## config.mk

```make
export PLATFORM = sky130hd
export DESIGN_NAME = amber_interval_timer_flat
export DESIGN_NICKNAME = d
export VERILOG_FILES = /design/src/rtl/amber_interval_timer_pkg.sv /design/src/rtl/amber_interval_timer_if.sv /design/src/rtl/amber_interval_timer_tick_prescaler.sv /design/src/rtl/amber_interval_timer.sv /design/src/flat_wrapper.sv
export SDC_FILE = /design/constraint.sdc
export NUM_CORES = 1
export LEC_CHECK = 0
export CELL_PAD_IN_SITES_DETAIL_PLACEMENT = 1
export CELL_PAD_IN_SITES_GLOBAL_PLACEMENT = 1
export CORE_ASPECT_RATIO = 1.5
export CORE_MARGIN = 3
export CORE_UTILIZATION = 45
export CTS_CLUSTER_SIZE = 28
export DETAILED_ROUTE_END_ITERATION = 8
export PLACE_DENSITY_LB_ADDON = 0.1
export SLEW_MARGIN = 0
export SYNTH_ARGS = -nofsm -noshare
export SYNTH_HDL_FRONTEND = slang
export SYNTH_SLANG_ARGS = --single-unit
```

## constraint.sdc

```tcl
create_clock -name clk -period 1.9 [get_ports clk]
set_input_delay 0.38 -clock clk [delete_from_list [all_inputs] [get_ports clk]]
set_output_delay 0.38 -clock clk [all_outputs]
set_load 0.01 [all_outputs]
```

## src/rtl/amber_interval_timer_pkg.sv

```systemverilog
// Shared types and constants for the amber interval timer.
// Contents: FSM state enum, counter widths, default duration.
package traffic_pkg;

    localparam int unsigned SEC_W           = 4;
    localparam int unsigned SUB_W           = 3;
    localparam int unsigned DEFAULT_SECONDS = 3;

    typedef enum logic [1:0] {
        IDLE    = 2'd0,
        RUN     = 2'd1,
        DONE    = 2'd2,
        RELEASE = 2'd3
    } state_t;

endpackage

```

## src/rtl/amber_interval_timer_if.sv

```systemverilog
// Amber-timer handshake between traffic-light controller (master) and timer (slave).
// Signals: req, duration_s (master -> slave); busy, done, sub_seconds, seconds (slave -> master).
interface amber_interval_timer_if;

    logic                            req;
    logic [traffic_pkg::SEC_W-1:0]   duration_s;
    logic                            busy;
    logic                            done;
    logic [traffic_pkg::SUB_W-1:0]   sub_seconds;
    logic [traffic_pkg::SEC_W-1:0]   seconds;

    modport master (
        output req, duration_s,
        input  busy, done, sub_seconds, seconds
    );

    modport slave (
        input  req, duration_s,
        output busy, done, sub_seconds, seconds
    );

endinterface

```

## src/rtl/amber_interval_timer_tick_prescaler.sv

```systemverilog
// Sub-second prescaler: counts 0..TICKS_PER_SUB-1 while enabled, pulses tick on terminal count.
// Ports: clk, rst (async, active-high), clear (sync zero), enable (count), tick (comb pulse).
module tick_prescaler #(
    parameter int unsigned TICKS_PER_SUB = 6250000
) (
    input  logic clk,
    input  logic rst,
    input  logic clear,
    input  logic enable,
    output logic tick
);

    localparam int unsigned CNT_W = (TICKS_PER_SUB > 1) ? $clog2(TICKS_PER_SUB) : 1;

    logic [CNT_W-1:0] cnt_q, cnt_d;
    logic             last_c;

    assign last_c = (cnt_q == CNT_W'(TICKS_PER_SUB - 1));

    // Tick is combinational so the parent counters advance on the same edge the prescaler wraps.
    assign tick = enable && !clear && last_c;

    always_comb begin
        cnt_d = cnt_q;
        if (clear) begin
            cnt_d = '0;
        end else if (enable) begin
            cnt_d = last_c ? '0 : CNT_W'(cnt_q + CNT_W'(1));
        end
    end

    always_ff @(posedge clk or posedge rst) begin
        if (rst) begin
            cnt_q <= '0;
        end else begin
            cnt_q <= cnt_d;
        end
    end

endmodule

```

## src/rtl/amber_interval_timer.sv

```systemverilog
// Amber interval timer: responder end of the req/busy/done handshake. Times a latched number
// of seconds, holds done for DONE_HOLD cycles, then waits for req release before re-arming.
// Ports: clk, rst (async, active-high), bus (slave modport: req, duration_s in;
//        busy, done, sub_seconds, seconds out, all registered).
// Build option: REQ_DROP_ABORT_EN -- when defined, req low during RUN aborts to IDLE.
module amber_interval_timer
    import traffic_pkg::*;
#(
    parameter int unsigned TICKS_PER_SUB   = 6250000,
    parameter int unsigned SUBS_PER_SEC    = 8,
    parameter int unsigned DONE_HOLD       = 4,
    parameter int unsigned DEFAULT_SECONDS = traffic_pkg::DEFAULT_SECONDS
) (
    input  logic                   clk,
    input  logic                   rst,
    amber_interval_timer_if.slave  bus
);

    localparam int unsigned HOLD_W = (DONE_HOLD > 1) ? $clog2(DONE_HOLD) : 1;

    state_t              state_q, state_d;
    logic [SEC_W-1:0]    dur_q, dur_d;
    logic [SEC_W-1:0]    sec_q, sec_d;
    logic [SUB_W-1:0]    sub_q, sub_d;
    logic [HOLD_W-1:0]   hold_q, hold_d;
    logic                busy_q, busy_d;
    logic                done_q, done_d;

    logic                tick;
    logic                sub_last_c;
    logic                expire_c;
    logic                hold_last_c;

    tick_prescaler #(
        .TICKS_PER_SUB (TICKS_PER_SUB)
    ) u_prescaler (
        .clk    (clk),
        .rst    (rst),
        .clear  (state_q != RUN),
        .enable (state_q == RUN),
        .tick   (tick)
    );

    assign sub_last_c  = (sub_q == SUB_W'(SUBS_PER_SEC - 1));
    // Expiry is the tick on which seconds would step up to the latched duration.
    assign expire_c    = tick && sub_last_c && (SEC_W'(sec_q + SEC_W'(1)) == dur_q);
    assign hold_last_c = (hold_q == HOLD_W'(DONE_HOLD - 1));

    // State register
    always_ff @(posedge clk or posedge rst) begin
        if (rst) begin
            state_q <= IDLE;
        end else begin
            state_q <= state_d;
        end
    end

    // Next-state logic
    always_comb begin
        state_d = state_q;
        case (state_q)
            IDLE: begin
                if (bus.req) state_d = RUN;
            end
            RUN: begin
                if (expire_c) begin
                    state_d = DONE;
                end
`ifdef REQ_DROP_ABORT_EN
                else if (!bus.req) begin
                    state_d = IDLE;
                end
`endif
            end
            DONE: begin
                if (hold_last_c) state_d = RELEASE;
            end
            RELEASE: begin
                if (!bus.req) state_d = IDLE;
            end
            default: state_d = IDLE;
        endcase
    end

    // Output and counter next values; outputs follow the next state so they are registered Moore.
    always_comb begin
        dur_d  = dur_q;
        sec_d  = sec_q;
        sub_d  = sub_q;
        hold_d = hold_q;
        busy_d = (state_d == RUN);
        done_d = (state_d == DONE);
        case (state_q)
            IDLE: begin
                if (bus.req) begin
                    dur_d  = (bus.duration_s == '0) ? SEC_W'(DEFAULT_SECONDS) : bus.duration_s;
                    sec_d  = '0;
                    sub_d  = '0;
                    hold_d = '0;
                end
            end
            RUN: begin
                hold_d = '0;
                if (state_d == IDLE) begin
                    sec_d = '0;
                    sub_d = '0;
                end else if (tick) begin
                    if (sub_last_c) begin
                        sub_d = '0;
                        sec_d = SEC_W'(sec_q + SEC_W'(1));
                    end else begin
                        sub_d = SUB_W'(sub_q + SUB_W'(1));
                    end
                end
            end
            DONE: begin
                if (!hold_last_c) hold_d = HOLD_W'(hold_q + HOLD_W'(1));
            end
            RELEASE: begin
                if (state_d == IDLE) begin
                    sec_d = '0;
                    sub_d = '0;
                end
            end
            default: ;
        endcase
    end

    // Datapath and output registers
    always_ff @(posedge clk or posedge rst) begin
        if (rst) begin
            dur_q  <= '0;
            sec_q  <= '0;
            sub_q  <= '0;
            hold_q <= '0;
            busy_q <= 1'b0;
            done_q <= 1'b0;
        end else begin
            dur_q  <= dur_d;
            sec_q  <= sec_d;
            sub_q  <= sub_d;
            hold_q <= hold_d;
            busy_q <= busy_d;
            done_q <= done_d;
        end
    end

    assign bus.busy        = busy_q;
    assign bus.done        = done_q;
    assign bus.sub_seconds = sub_q;
    assign bus.seconds     = sec_q;

endmodule

```

## src/flat_wrapper.sv

```systemverilog
// flat-port wrapper written by rule: the top's interface ports become plain ports
module amber_interval_timer_flat import traffic_pkg::*;
#(
    parameter int unsigned TICKS_PER_SUB   = 6250000,
    parameter int unsigned SUBS_PER_SEC    = 8,
    parameter int unsigned DONE_HOLD       = 4,
    parameter int unsigned DEFAULT_SECONDS = traffic_pkg::DEFAULT_SECONDS
)
  (clk, rst, bus_req, bus_duration_s, bus_busy, bus_done, bus_sub_seconds, bus_seconds);
  amber_interval_timer_if bus_i ();
  input  logic clk;
  input  logic rst;
  input wire logic [$bits(bus_i.req)-1:0] bus_req;
  input wire logic [$bits(bus_i.duration_s)-1:0] bus_duration_s;
  output wire logic [$bits(bus_i.busy)-1:0] bus_busy;
  output wire logic [$bits(bus_i.done)-1:0] bus_done;
  output wire logic [$bits(bus_i.sub_seconds)-1:0] bus_sub_seconds;
  output wire logic [$bits(bus_i.seconds)-1:0] bus_seconds;
  assign bus_i.req = bus_req;
  assign bus_i.duration_s = bus_duration_s;
  assign bus_busy = bus_i.busy;
  assign bus_done = bus_i.done;
  assign bus_sub_seconds = bus_i.sub_seconds;
  assign bus_seconds = bus_i.seconds;
  amber_interval_timer #(.TICKS_PER_SUB(TICKS_PER_SUB), .SUBS_PER_SEC(SUBS_PER_SEC), .DONE_HOLD(DONE_HOLD), .DEFAULT_SECONDS(DEFAULT_SECONDS)) u_core (.clk(clk), .rst(rst), .bus(bus_i));
endmodule
```

==> results.ini, run 1 <==
[finish]
antenna_cells = 0
nets = 245
drive_gt1_share_pct = 14.2
syn2layout_area_growth_pct = 18.1
fin_cells = 295

[cts]
clock_latency_ns = 0.29
cts.reportedPaths.clkPinSlew_ns = 0.07
ctsHoldBuffers = 0
cts.root.buffer_cell = clkbuf_8
cts_tree = yes
cts_max_level = 2
clock_sinks = 40
clk_path_buf_depth = 2
cts_buffers = 5

[synthesis]
netlist_area_sq_um = 2110
synth.distinct_cells = 42
synth_area_leaders = dfrtp_1 (47%), xor2_1 (7.1%), nor2_1 (6.4%), xnor2_1 (4.2%), nand3_1 (3.8%)
synth-main-ff-cell = dfrtp_1
synthArstFlopShare_pct = 100
synth_cells = 208
synth_top_area_share_pct = 47.4
ys_ff_latch = 40
synth_edf_count = 0
synth_seq_area_share_pct = 47.4
syn_nets = 220
yosys.area.top_type = dfrtp_1
ys.warnings.count = 0
avgSynthCellArea_sq_um = 10.1

[route]
drt_iter0_markers = 107
vias_per_cell = 5.48
dr_wl_met2_um = 2840
first_pass_iters = 4
ant_nets = 0
drt-total-wl_um = 4990
wl_met3_um = 124
top_layer = met4
drc = 0
vias = 1617
m1WireLength_um = 1880
wl_per_cell_um = 16.9

[floorplanning]
ioPinCount = 16
die_y_um = 89.9
placementRows = 29
core_area_sq_um = 4390
initial_core_util_pct = 48.0
dieArea_sq_um = 5560
die_x_um = 61.9

[timing]
worst_slew_pin_slew_ns = 0.508
max_freq_mhz = 550
whs_ns = 0.516
min_period_ns = 1.82
slew_headroom_pct = 66.1
hold_viol = 0
setup_viol = 0
rsz0062_at_grt = false
finClkSkew_ns = 0.00353
drv_slew = 0
fin_crit_sh_pct = 95.8

[setup_path]
worstPathRequired_ns = 2.08
cp-end-kind = flop
path_class = flop to flop
cp_data_arrival_time_ns = 2.00
path_max_fanout = 4
start_kind = flop

[pwr]
p_per_area_nw_per_um2 = 880
leakagePower_nw = 1.12
ir_drop_mv = 0.593

[global_route]
grt_max_degree = 41
grt-ovfl-total = 0
antenna_found_initial = 0
grt_pass1_wl_um = 8440
grt_pass1_vias = 1806
track_usage_pct = 20.2

[worst_hold_path]
hold_path.class = input pin to async pin

[run_status]
run_status = complete, no violations

[place]
gp_congestion = 0.799
port_buffers = 15
dp_cells = 287
dp_hpwl_um = 3690

[job]
drv_cap = 0

-- where the power goes --
| group | switching (mW) | internal (mW) | total [mW] |
|---|---|---|---|
| combinational | 0.241 | 0.215 | 0.456 |
| sequential | 0.163 | 0.972 | 1.13 |
| clock | 0.279 | 0.323 | 0.602 |
| total | 0.683 | 1.51 | 2.19 |
-- critical path, cell delays in order (launching register included) --
cell and delay (ns):
dfrtp_1 0.41, ha_1 0.25, xnor2_1 0.23, xnor2_1 0.10, nor3_1 0.39, a211oi_2 0.14, a31o_1 0.20
-- per-layer routing --
metal  track usage (%)  vias to the layer above
li1                  -                      763
met1              22.2                      812
met2              35.5                       29
met3              3.72                       13
met4              9.03                        0
met5                 0                        -
-- placed cells by master (no fill, tap or decap), drive strengths merged --
master	instances
dfrtp	40
nor2	36
nand3	18
xor2	17
nand2	15
clkdlybuf4s50	15
xnor2	10
buf	9
clkbuf	7
inv	6
nand4	6
a21oi	5
and3	5
ha	5
nor4	5
o21ai	5
nand2b	4
nor3	4
mux2	3
mux2i	2
a32o	2
nor4b	2
a31o	2
nor2b	1
nand3b	1
and4	1
o21a	1
a311o	1
or2	1
a211oi	1
a31oi	1
a22oi	1
or3	1
-- stage by stage --
| step | worst slack [ns] | cell area (sq um) | TNS [ns] | power [mW] | util, % |
|---|---|---|---|---|---|
| 2_1_floorplan | 0.183 | 2110 | 0 | 1.42 | - |
| 3_3_place_gp | 0.0879 | 2380 | 0 | 1.53 | 54.1 |
| 3_5_place_dp | -0.0555 | 2380 | -0.0744 | 1.59 | 54.1 |
| 4_1_cts | 0.0287 | 2470 | 0 | 2.20 | 56.4 |
| 5_1_grt | 0.00329 | 2490 | 0 | 2.33 | 56.7 |
| 6_report | 0.0804 | 2490 | 0 | 2.19 | 56.7 |
-- state kept, by name, summed over array words and instances, names as in the netlist --
register                  flops
u_core.bus.busy               1
u_core.bus.done               1
u_core.bus.seconds            4
u_core.bus.sub_seconds        3
u_core.dur_q                  4
u_core.hold_q                 2
u_core.state_q                2
u_core.u_prescaler.cnt_q     23
-- cell usage after synthesis, drive strengths merged (2+ instances only) --
cell	n
a21oi	5
a31o	2
a32o	2
and3	5
buf	4
clkbuf	2
dfrtp	40
ha	5
inv	6
mux2	3
mux2i	2
nand2	15
nand2b	4
nand3	18
nand4	6
nor2	36
nor3	4
nor4	5
nor4b	2
o21ai	5
xnor2	10
xor2	17
-- kinds of logic (layout without fill, tap and decap cells) --
group / count (synthesis) / after routing / share of synthesized area [%]
simple gates: 100 / 100 / 26.8
flops: 40 / 40 / 47.4
xor+xnor: 27 / 27 / 11.2
compound gates: 19 / 19 / 6.23
buf+inv: 12 / 37 / 2.67
fa+ha+maj: 5 / 5 / 2.97
mux: 5 / 5 / 2.73
-- worst paths after layout --
path,startpoint,to,depth (start not counted),slack [ns]
worst min-delay path,rst,u_core.bus.busy,3,0.52
worst max-delay path,u_core.bus.seconds[1],u_core.state_q[0],6,0.08
worst min register to register,u_core.bus.sub_seconds[2],u_core.bus.sub_seconds[2],1,0.54
min in group clk,u_core.bus.sub_seconds[2],u_core.bus.sub_seconds[2],1,0.54
worst max register to register,u_core.bus.seconds[1],u_core.state_q[0],6,0.08
max in group asynchronous,rst,u_core.dur_q[0],3,1.02
-- area by class of cell --
class	count	area, sq um
repair buffers	24	230
flip-flops and latches	40	1000
inverters	6	22.5
multi-input cells	156	1060
well taps	62	77.6
fillers	509	1900
clock buffers	7	96.3
-- repair_timing --
| action | in CTS | in global routing |
|---|---|---|
| endpoints found under the setup margin | 5 | 5 |
| resized for setup | 2 | 2 |
| setup buffers | 0 | 1 |
| pin swaps | 0 | 2 |
(Power assumes the default switching activity.)
==> inputs of run 2 (changes only) <==
--- a/config.mk
+++ b/config.mk
@@ -12,8 +12,9 @@
 export CORE_UTILIZATION = 45
 export CTS_CLUSTER_SIZE = 28
 export DETAILED_ROUTE_END_ITERATION = 8
+export HOLD_SLACK_MARGIN = 0.15
 export PLACE_DENSITY_LB_ADDON = 0.1
-export SLEW_MARGIN = 0
+export SLEW_MARGIN = 20
 export SYNTH_ARGS = -nofsm -noshare
 export SYNTH_HDL_FRONTEND = slang
 export SYNTH_SLANG_ARGS = --single-unit
==> results of run 2 <==
No change in the layout: final DEF, timing and power equal those of run 1.
